`config.mk`:
```
export PLATFORM = sky130hd
export DESIGN_NAME = alu_share_ctrl
export DESIGN_NICKNAME = d
export VERILOG_FILES = /design/src/rtl/alu_share_ctrl.sv
export SDC_FILE = /design/constraint.sdc
export NUM_CORES = 1
export LEC_CHECK = 0
export ABC_AREA = 1
export BUFFER_PORTS_ARGS = -buffer_cell sky130_fd_sc_hd__buf_2
export CAP_MARGIN = 10
export CORE_UTILIZATION = 42
export CTS_BUF_LIST = sky130_fd_sc_hd__clkbuf_2 sky130_fd_sc_hd__clkbuf_4 sky130_fd_sc_hd__clkbuf_8
export DETAILED_ROUTE_END_ITERATION = 10
export PLACE_DENSITY = 0.74
export SYNTH_ARGS = -nofsm -noshare
export SYNTH_HDL_FRONTEND = slang
export SYNTH_SLANG_ARGS = --single-unit
```
`constraint.sdc`:
```
create_clock -name clk -period 1.1 [get_ports clk]
set_input_delay 0.11 -clock clk [delete_from_list [all_inputs] [get_ports clk]]
set_output_delay 0.11 -clock clk [all_outputs]
set_load 0.03 [all_outputs]
```
`src/rtl/alu_share_ctrl.sv`:
```
// Round-robin front end that time-shares one combinational ALU between
// two requesters and returns each result tagged with its owner.
module alu_share_ctrl #(
  parameter int W = 6
) (
  input  logic         clk,
  input  logic         rst,
  input  logic         req0_valid,
  output logic         req0_ready,
  input  logic [W-1:0] req0_a,
  input  logic [W-1:0] req0_b,
  input  logic [1:0]   req0_op,
  input  logic         req1_valid,
  output logic         req1_ready,
  input  logic [W-1:0] req1_a,
  input  logic [W-1:0] req1_b,
  input  logic [1:0]   req1_op,
  output logic [W-1:0] alu_a,
  output logic [W-1:0] alu_b,
  output logic [1:0]   alu_op,
  input  logic [W-1:0] alu_y,
  output logic         rsp_valid,
  input  logic         rsp_ready,
  output logic [W-1:0] rsp_data,
  output logic         rsp_id,
  output logic         busy
);

  typedef enum logic [1:0] {
    IDLE,
    EXEC,
    RESP
  } state_t;

  state_t         state_q;
  logic           last_q;
  logic           id_q;
  logic [W-1:0]   alu_a_q;
  logic [W-1:0]   alu_b_q;
  logic [1:0]     alu_op_q;
  logic           rsp_valid_q;
  logic [W-1:0]   rsp_data_q;
  logic           rsp_id_q;

  logic idle;
  logic gnt0;
  logic gnt1;

  // On a tie the requester that did not win last time is served.
  always_comb begin
    idle = (state_q == IDLE);
    gnt0 = idle && req0_valid &&
           (!req1_valid || last_q);
    gnt1 = idle && req1_valid &&
           (!req0_valid || !last_q);
  end

  always_ff @(posedge clk) begin
    if (rst) begin
      state_q     <= IDLE;
      last_q      <= 1'b1;
      id_q        <= 1'b0;
      alu_a_q     <= '0;
      alu_b_q     <= '0;
      alu_op_q    <= '0;
      rsp_valid_q <= 1'b0;
      rsp_data_q  <= '0;
      rsp_id_q    <= 1'b0;
    end else begin
      unique case (state_q)
        IDLE: begin
          if (gnt0 || gnt1) begin
            alu_a_q  <= gnt1 ? req1_a  : req0_a;
            alu_b_q  <= gnt1 ? req1_b  : req0_b;
            alu_op_q <= gnt1 ? req1_op : req0_op;
            id_q     <= gnt1;
            last_q   <= gnt1;
            state_q  <= EXEC;
          end
        end
        EXEC: begin
          rsp_data_q  <= alu_y;
          rsp_id_q    <= id_q;
          rsp_valid_q <= 1'b1;
          state_q     <= RESP;
        end
        RESP: begin
          if (rsp_ready) begin
            rsp_valid_q <= 1'b0;
            state_q     <= IDLE;
          end
        end
        default: state_q <= IDLE;
      endcase
    end
  end

  assign req0_ready = gnt0;
  assign req1_ready = gnt1;
  assign alu_a      = alu_a_q;
  assign alu_b      = alu_b_q;
  assign alu_op     = alu_op_q;
  assign rsp_valid  = rsp_valid_q;
  assign rsp_data   = rsp_data_q;
  assign rsp_id     = rsp_id_q;
  assign busy       = !idle;

endmodule

```
# Word level (Yosys, flattened, before mapping)
# Index checks and enable logic that the tools add are counted.
# totals
ff_bits,26
input_bits,39
word_cells,37
# op_classes
n_reduce_logical,16
mux,8
n_eq_ne,4
# op_table
cell,count
$mux W6,2
$mux W2,3
$pmux W2 S3,1
$reduce_and A2 Y1,3
$logic_and A1 B1 Y1,4
$logic_not A1 Y1,4
$logic_or A1 B1 Y1,3
$eq A2 B1 Y1 const B,1
$eq A2 B2 Y1 const B,1
$logic_not A2 Y1,1
$ne A2 B1 Y1 const B,1
$ne A2 B2 Y1 const B,1
$pmux W1 S2,1
$reduce_bool A2 Y1,1
$mux W1,1

# Depth between registers and ports, before layout
# depth
word_depth,6
mapped_depth,7
mapped_depth_nobuf,6

# Least setup slack after synthesis
# No wires, ideal clock.
# synth_path
path_kind,flip-flop to output port
start,register state_q[1]
end,output req0_ready
stages_incl_launch_ff,5
setup_slack_ps,-385
arrival_ps,1375
required_ps,990
cell_sequence,dfxtp_1 nor2_8 buf_2 inv_1 nor2_1
# synth_between
elab_chain_len,3
# synth_lines
element,line,rtl
"start, declared",35,state_t state_q;
"start signal, assigned",60,state_q <= IDLE;
"start signal, assigned",78,state_q <= EXEC;
"start signal, assigned",85,state_q <= RESP;
$logic_not A2 Y1,51,idle = (state_q == IDLE);
$logic_and A1 B1 Y1 (2 in a row),52,gnt0 = idle && req0_valid &&
"end, declared",9,"output logic req0_ready,"
# Every way passes these cells.

# Worst setup path after layout
# layout_path
start,register state_q[0]
end,output req0_ready
# Same word-level chain as after synthesis.

==> summary.txt <==
Status
  • Status: finished, violations left
  • Failing checks: setup timing

Layout
  • Area grow syn2layout: 42.3%
  • Most frequent cells in the layout: buf_2 (60), nand2_1 (45), inv_1 (30)
  • Antenna Cells: 0
  • Final nets: 289
  • FF/Latch Area: about 530 um^2
  • Leading cell type in the layout, fill and taps excluded: buf_2
  • Area of the multi-input gates: 572 um^2
  • Design area: approximately 1800 um^2
  • Fillers: ~280
  • Share of cells above drive strength 1: between 30% and 40%

Die
  • Die Y-Extent: around 57 um
  • Starting Density: 45.0%
  • Full die area: ~3200 um^2
  • IO Pins: between 60 and 70
  • Core box area: 2780 um^2
  • Rows: 19
  • Die X: 56.6 um

Critical path
  • CP Data Required Time: between 0.9 and 1 ns
  • Crit path launch type: flop
  • Arrival time worst endpoint: around 1.2 ns
  • Crit Reg-Reg Startpoint: state_q[0]
  • Worst setup path category: flop to output pin
  • Reg-to-reg setup timing slack: -0.21 ns
  • Reg-to-reg endpoint: alu_b[1]
  • Worst-path maximum fanout: 5
  • CP startpoint: state_q[0]
  • Cells on worst reg2reg path: 8
  • Critical path endpoint category: output pin

Clock network
  • CTS Root Cell: clkbuf_4
  • CTS Hold Buffers Added: 0
  • CTS Buf Count: 3
  • CTS H-Tree Depth: 1
  • Reg clk slew, reported paths: about 0.15 ns
  • Clock Latency Late Sink: roughly 0.33 ns
  • Clock Sinks: 26
  • CTS Buffer Depth: 2
  • CTS tree: yes

Placed design
  • Port-buffer cells: between 60 and 70
  • Routability Congestion: slightly above 0.7
  • Placed cell area: roughly 1600 um^2
  • Pre-CTS WS: -0.0359 ns
  • Hpwl dp: between 2000 and 2500 um

Global route
  • Initial antenna violation count: 0
  • GRT Total Usage: 20.9%
  • Largest net degree at the start of global routing: 27
  • Number of global-route vias before repair: 1,299
  • Grt ovf: 0
  • First-pass GRT wire length: 5370 um

Routing
  • Post-route DRC: 0
  • Wire per inst: roughly 11 um
  • Initial drt markers: 23
  • TritonRoute pass-1 iters: 4
  • DRT Wirelength: roughly 3100 um
  • Number of routed nets with antenna violations: 0
  • Via count: roughly 1,300
  • Drt via density: about 4.8

Synthesis
  • Syn. warnings: 0
  • Post-synth top area share: approximately two fifths
  • Cell variety after synth: 19
  • Synthesized flop and latch total: 26
  • Syn_nets: 217
  • Area contributors post-synth: dfxtp_1 (42%), nand2_1 (13%), a21oi_1 (10%), inv_1 (9.6%), nand4_1 (7.0%)
  • Gate Count Post-Synth: between 150 and 200
  • Post-synthesis sequential area ratio: roughly two fifths
  • Syn_area_per_cell: between 7 and 8 um^2
  • Syn Std Cell Area: approximately 1300 um^2
  • Largest area contributor in the synthesized netlist: dfxtp_1

Timing
  • Tcrit/Tclk final: 121%
  • Final hold violations: 0
  • Setup TNS: -3.60 ns
  • Fin. max-slew vios: 0
  • Slew headroom: roughly 64%
  • RSZ-0062 raised after global routing: yes
  • Final setup fails: 20
  • Period minus WS final: 1.33 ns
  • Worst-Margin Slew: around 0.54 ns
  • Final hold slack: ~0.015 ns
  • Setup Skew: roughly 0.005 ns
  • Setup slack after layout: -0.228 ns
  • FMAX: roughly 0.75 GHz

Hold path
  • Worst Hold End: rsp_data[2]
  • Worst min path class: primary input to flop
  • Hold depth: 3
  • Hold_sp: alu_y[2]

Power and ir drop
  • Worst VDD drop: approximately 1300 uV
  • Leak pwr: 0.000963 uW
  • Cell area power density: approximately 1500 nW/um^2

Flow run
  • Max cap viols: 0
## cells in the mapped netlist, drive strengths merged
master,instances
nand4,14
nand3,16
nand2,45
clkbuf,3
o21ai,2
buf,7
nor2,5
nand3b,1
inv,34
dfxtp,26
a21oi,25
## power breakdown
group          total (uW)  leakage [uW]  internal [uW]  switching (uW)
combinational         919      0.000719            352             567
sequential           1090      0.000216           1040            51.1
clock                 666     0.0000279            369             297
## timing repair
action / 4_1_cts / 5_1_grt
gates resized for setup: 10 / 11
cloned: 0 / 0
pin swaps: 2 / 3
buffers inserted: 3 / 0
endpoints found under the hold margin: 0 / 0
endpoints found under the setup margin: 17 / 26
## final cells by class
cell class	instances	area share (%)
Clock inverter	1	1.69
Clock buffer	3	1.26
Multi-Input combinational cell	108	32.1
Timing Repair Buffer	77	25.5
Inverter	34	7.65
Tap cell	31	2.18
Sequential cell	26	29.6
## worst max-delay path by stage
stage / to / cells past startpoint
6_report: req0_ready / 4
5_1_grt: alu_b[5] / 8
4_1_cts: req0_ready / 4
3_5_place_dp: alu_op[0] / 6
3_3_place_gp: req1_ready / 4
2_1_floorplan: req0_ready / 4
## metal layers
metal / GRT usage [%] / part of all wire (%) / up-vias
li1: - / - / 711
met1: 25.7 / 43 / 581
met2: 36.1 / 51 / 37
met3: 3.92 / 4.9 / 4
met4: 7.67 / 0.87 / 0
met5: 0 / 0 / -
## state kept, by name, summed over array words and instances (netlist names)
| signal | cells |
|---|---|
| alu_op | 2 |
| state_q | 2 |
| id_q | 1 |
| alu_b | 6 |
| alu_a | 6 |
| last_q | 1 |
| rsp_data | 6 |
| rsp_id | 1 |
| rsp_valid | 1 |
## critical path, cell delays in order, from the launching register on
cell and delay, ns:
dfxtp_4 0.39, nor2_8 0.16, clkinvlp_4 0.13, nor2_4 0.09, buf_6 0.13
## kinds of logic after synthesis
group / share of synthesized area, %
AND/OR/NAND/NOR: 31.5
buffers and inverters: 15.3
flip-flops: 41.6
AO/OA/AOI/OAI: 11.7
## stage by stage
stage                     cells  power [uW]  util (%)
final                       280        2680      64.1
after detailed placement    273        1950      59.0
after global placement      273        1940      59.0
after floorplan             178        1700         -
after CTS                   280        2660      62.8
after global routing        280        2830      64.1
(Power assumes the default switching activity.)
